## src/rtl/mem_pkg.sv

```systemverilog
// Shared definitions for the line-memory arbiter: FSM encoding, grant ids and
// default geometry.
package mem_pkg;

  localparam int ADDR_W_DEF = 10;
  localparam int LINE_W_DEF = 128;

  typedef enum logic [2:0] {
    IDLE,
    ISSUE,
    WAIT,
    RESP,
    GAP
  } state_t;

  localparam logic GNT_I = 1'b0;
  localparam logic GNT_D = 1'b1;

endpackage

```

## src/rtl/rr_arb2.sv

```systemverilog
// Two-way round-robin picker: on a tie the requester that was not served last
// wins; otherwise the single requester wins.
module rr_arb2
  import mem_pkg::*;
(
  input  logic ic_req_i,
  input  logic dc_req_i,
  input  logic last_grant_i,
  output logic grant_o,
  output logic any_o
);

  always_comb begin
    any_o = ic_req_i | dc_req_i;
    if (ic_req_i && dc_req_i) begin
      grant_o = (last_grant_i == GNT_I) ? GNT_D : GNT_I;
    end else if (dc_req_i) begin
      grant_o = GNT_D;
    end else begin
      grant_o = GNT_I;
    end
  end

endmodule

```

## src/rtl/mem_arbiter.sv

```systemverilog
// Arbitrates the single backing line memory between I-cache refills and
// D-cache refills/write-backs; one read transaction outstanding at a time.
module mem_arbiter
  import mem_pkg::*;
#(
  parameter int ADDR_W  = ADDR_W_DEF,
  parameter int LINE_W  = LINE_W_DEF,
  parameter int MEM_LAT = 4
) (
  input  logic              clk,
  input  logic              rst,
  input  logic              ic_req,
  input  logic [ADDR_W-1:0] ic_addr,
  output logic [LINE_W-1:0] ic_line,
  output logic              ic_valid,
  input  logic              dc_req,
  input  logic [ADDR_W-1:0] dc_addr,
  output logic [LINE_W-1:0] dc_line,
  output logic              dc_valid,
  input  logic              dc_wb_we,
  input  logic [ADDR_W-1:0] dc_wb_addr,
  input  logic [LINE_W-1:0] dc_wb_wline,
  output logic              mem_rd_en,
  output logic [ADDR_W-1:0] mem_rd_addr,
  input  logic [LINE_W-1:0] mem_rd_line,
  output logic              mem_we,
  output logic [ADDR_W-1:0] mem_waddr,
  output logic [LINE_W-1:0] mem_wline
);

  localparam int CNT_W = $clog2(MEM_LAT) + 1;

  state_t              state_q, state_d;
  logic                gnt_q, gnt_d;
  logic                last_q, last_d;
  logic [ADDR_W-1:0]   addr_q, addr_d;
  logic [CNT_W-1:0]    cnt_q, cnt_d;
  logic                cap_q;
  logic [LINE_W-1:0]   line_q;
  logic                arb_gnt, arb_any;
  logic                rd_issue;

  rr_arb2 u_rr (
    .ic_req_i     (ic_req),
    .dc_req_i     (dc_req),
    .last_grant_i (last_q),
    .grant_o      (arb_gnt),
    .any_o        (arb_any)
  );

  // Write-backs go straight through; the FSM keeps reads out of those cycles.
  assign mem_we    = dc_wb_we & ~rst;
  assign mem_waddr = rst ? '0 : dc_wb_addr;
  assign mem_wline = rst ? '0 : dc_wb_wline;

  assign ic_line = line_q;
  assign dc_line = line_q;

  always_comb begin
    state_d  = state_q;
    gnt_d    = gnt_q;
    last_d   = last_q;
    addr_d   = addr_q;
    cnt_d    = cnt_q;
    rd_issue = 1'b0;
    ic_valid = 1'b0;
    dc_valid = 1'b0;
    case (state_q)
      IDLE: begin
        if (arb_any && !dc_wb_we) begin
          gnt_d   = arb_gnt;
          addr_d  = (arb_gnt == GNT_D) ? dc_addr : ic_addr;
          state_d = ISSUE;
        end
      end
      ISSUE: begin
        // A stray write-back here holds the issue so memory sees it first.
        if (!dc_wb_we) begin
          rd_issue = 1'b1;
          cnt_d    = CNT_W'(MEM_LAT - 1);
          state_d  = WAIT;
        end
      end
      WAIT: begin
        cnt_d = cnt_q - CNT_W'(1);
        if (cnt_q == CNT_W'(1)) begin
          state_d = RESP;
        end
      end
      RESP: begin
        ic_valid = ~rst & (gnt_q == GNT_I);
        dc_valid = ~rst & (gnt_q == GNT_D);
        last_d   = gnt_q;
        state_d  = (gnt_q == GNT_D) ? GAP : IDLE;
      end
      GAP: begin
        state_d = IDLE;
      end
      default: begin
        state_d = IDLE;
      end
    endcase
  end

  assign mem_rd_en   = rd_issue & ~rst;
  assign mem_rd_addr = mem_rd_en ? addr_q : '0;

  always_ff @(posedge clk) begin
    if (rst) begin
      state_q <= IDLE;
      gnt_q   <= GNT_I;
      last_q  <= GNT_I;
      addr_q  <= '0;
      cnt_q   <= '0;
      cap_q   <= 1'b0;
      line_q  <= '0;
    end else begin
      state_q <= state_d;
      gnt_q   <= gnt_d;
      last_q  <= last_d;
      addr_q  <= addr_d;
      cnt_q   <= cnt_d;
      // Synchronous memory: data for an issue appears the following cycle.
      cap_q   <= mem_rd_en;
      if (cap_q) begin
        line_q <= mem_rd_line;
      end
    end
  end

endmodule

```

## config.mk

```make
export PLATFORM = sky130hd
export DESIGN_NAME = mem_arbiter
export DESIGN_NICKNAME = d
export VERILOG_FILES = /design/src/rtl/mem_pkg.sv /design/src/rtl/rr_arb2.sv /design/src/rtl/mem_arbiter.sv
export SDC_FILE = /design/constraint.sdc
export NUM_CORES = 1
export LEC_CHECK = 0
export CORE_AREA = 2 2 270 272
export DETAILED_ROUTE_END_ITERATION = 8
export DIE_AREA = 0 0 272 274
export PLACE_DENSITY_LB_ADDON = 0.05
export SLEW_MARGIN = 20
export SYNTH_ARGS = -nofsm -noshare
export SYNTH_HDL_FRONTEND = slang
export SYNTH_SLANG_ARGS = --single-unit
```

## constraint.sdc

```tcl
create_clock -name clk -period 3.9 [get_ports clk]
set_input_delay 0.585 -clock clk [delete_from_list [all_inputs] [get_ports clk]]
set_output_delay 0.585 -clock clk [all_outputs]
set_load 0.01 [all_outputs]
```

==> flow_metrics.tcl <==
set metrics [dict create \
    status "finished, final reports clean" \
    cts_root_buf "clkbuf_16" \
    syn-num-nets 1102 \
    hpwl_mm 33.8 \
    hp-class "in2reg" \
    core-area_mm2 0.0720 \
    path_clk_slew_ps 60 \
    finalHoldViolations 0 \
    max_freq_mhz 297 \
    portBuffers 698 \
    io_pins 699 \
    post_synth.cell_area_avg_um2 9.06 \
    worstHoldStart "rst" \
    die_w_um 272 \
    holdWs_ps 433 \
    clk-insertion-delay-late_ps 480 \
    path_class "in2out" \
    cp.arrival_ps 2780 \
    grt_overflow 0 \
    timing.rr.end "dc_line[101]$_SDFFE_PP0P_" \
    grt_max_degree 122 \
    crit_fanout 16 \
    die_h_um 274 \
    stdcell_count 2323 \
    drive_gt1_share_pct 3.30 \
    worst_slew_pin_slew_ps 867 \
    yosysWarningCount 0 \
    rows 99 \
    post_drt_via_cell_ratio 3.19 \
    hold_path_end "last_q$_SDFFE_PP0P_" \
    reg2reg_from "cap_q$_SDFF_PP0_" \
    synth_area_mm2 0.00733 \
    r2r_cells 3 \
    min_path_cells 2 \
    place_congestion 0.771 \
    rsz0062_at_grt "false" \
    period_share_pct 86.3 \
    ctsHoldBuffers 0 \
    syn2layout_area_growth_pct 105 \
    ant_nets 0 \
    yosysUniqueCellTypes 33 \
    p_per_area_mw_per_mm2 287 \
    report.final.slew_viol_count 0 \
    track_usage_pct 10.8 \
    cts_sinks 147 \
    switchingPower_uw 1140 \
    clkPwrFrac_pct 40.9 \
    worstSetupStartpoint "dc_wb_we" \
    cap_violations 0 \
    tritoncts "built" \
    switching_share_pct 26.5 \
    initial_core_util_pct 10.2 \
    cts.repair.resized 0 \
    cts_made_buffers 17 \
    vdd_ir_drop_max_uv 321 \
    grt_antenna_before_repair 7 \
    ys_ff_latch 147 \
    synthCells 809 \
    routed_wl_mm 41.6 \
    leakagePower_uw 0.00499 \
    first_pass_iters 4 \
    place_inst 2290 \
    grt_pass1_wl_mm 56.7 \
    dpl_cell_area_mm2 0.0144 \
    end_kind "primary output" \
    setup_tns_ps 0 \
    maxSlewHeadroom_pct 42.2 \
    cts_setup_buffers 0 \
    route.vias.total 7416 \
    comb_power_share_pct 21.9 \
    stdcell_area_mm2 0.0150 \
    drt-initial-drc-count 190 \
    clock-skew-final_ps 15.0 \
    finalSetupViolCount 0 \
    pwr-share-seq_pct 37.2 \
    internal_power_uw 3170 \
    critPathLaunchType "input pin" \
    finalCriticalPeriod_ps 3370 \
    required_ps 3310 \
    fin_total_pwr_uw 4310 \
    drc 0 \
    grt_pass1_vias 7765 \
    r2r_setup_slack_ps 2150 \
    cts_buffer_depth 2 \
    yosysSeqAreaShare_pct 40.2 \
    routedWlPerCell_um 17.9 \
    layout.nets 1643 \
    ctsHtreeMaxLevel 4 \
    die_area_mm2 0.0745 \
]
power groups by stage:
stage | sequential (uW) | clock (uW) | combinational, uW
after floorplan | 1630 | 0 | 342
after global routing | 1610 | 1930 | 1020
final | 1600 | 1760 | 945
after CTS | 1610 | 1870 | 969
after global placement | 1640 | 0 | 976
after detailed placement | 1640 | 0 | 965
worst max path at each step:
stage,cells past startpoint,end
after floorplan,4,mem_rd_addr[2]
after global placement,4,mem_rd_addr[9]
after detailed placement,4,mem_rd_addr[0]
after CTS,4,mem_rd_addr[0]
after global routing,4,mem_rd_addr[0]
final,4,mem_rd_addr[0]
Yosys cell counts, drive strengths merged:
cell type  count  area (um2)
a21bo          1        10.0
nor3          12        60.1
o31a           1        8.76
a2111oi        1        8.76
or3b           1        8.76
a21oi          5        25.0
a21boi         1        7.51
o32ai         11        96.3
or2            2        12.5
o21ai          2        13.8
nor2b        140         876
nor2         135         507
nor3b          3        22.5
nand2b         1        6.26
buf          149        1070
nand4b         1        8.76
nor4bb         1        10.0
inv           13        48.8
o21a           2        15.0
or4            1        11.3
mux2i        129        1290
a221oi        10        87.6
dfxtp        147        2940
clkbuf        35         131
nor4           1        12.5
nand3b         1        7.51
nand2          1        3.75
ha             2        25.0
metal layers:
metal | part of all wire, % | vias up | GRT usage (%) | wire, um
met5 | 0.058 | - | 0 | 24
met4 | 2.0 | 4 | 3.51 | 828
met3 | 9.4 | 36 | 5.17 | 3920
met2 | 58 | 347 | 22.2 | 24300
met1 | 30 | 3444 | 8.90 | 12500
li1 | - | 3585 | - | -
flip-flops by register name, indices dropped and copies added, names as in the netlist:
| register | flops |
|---|---|
| gnt_q | 1 |
| cnt_q | 3 |
| cap_q | 1 |
| addr_q | 10 |
| dc_line | 128 |
| last_q | 1 |
| state_q | 3 |
area by class of cell:
cell class | instances | area (um2)
fill | 7878 | 56900
timing repair buffer | 706 | 7100
multi-input combinational | 465 | 3140
sequential | 147 | 2950
tap | 959 | 1200
clock buffer | 19 | 443
clock inverter | 12 | 155
inverter | 13 | 48.8
antenna | 2 | 5.00
critical path, cell delays in order:
cell	delay [ps]
clkdlybuf4s50_1	510
or3b_1	770
nor3_1	320
clkdlybuf4s50_1	590
cell families after synthesis:
kind of cell,after synthesis,share of synthesized area (%)
multiplexers,129,17.6
AO/OA/AOI/OAI,34,3.72
AND/OR/NAND/NOR,300,21.1
adder cells (fa/ha/maj),2,0.341
buffers and inverters,197,17.1
flip-flops,147,40.2
cell usage in the layout (no fill, tap or decap), drive strengths merged, types with 2 or more instances in the layout:
master           n
clkinv           6
nor2           135
clkbuf          19
diode            2
a221oi          10
nor3            12
dfxtp          147
clkdlybuf4s50  697
o21ai            2
nor2b          140
mux2i          129
bufinv           3
or2              2
ha               2
o21a             2
a21oi            5
buf              9
nor3b            3
o32ai           11
inv             16
metrics by stage:
step | setup slack [ps] | util, %
2_1_floorplan | 1760 | -
3_3_place_gp | 579 | 20.1
3_5_place_dp | 497 | 20.1
4_1_cts | 480 | 20.9
5_1_grt | 407 | 20.9
6_report | 532 | 20.9
Power figures use the tool's default switching activity.
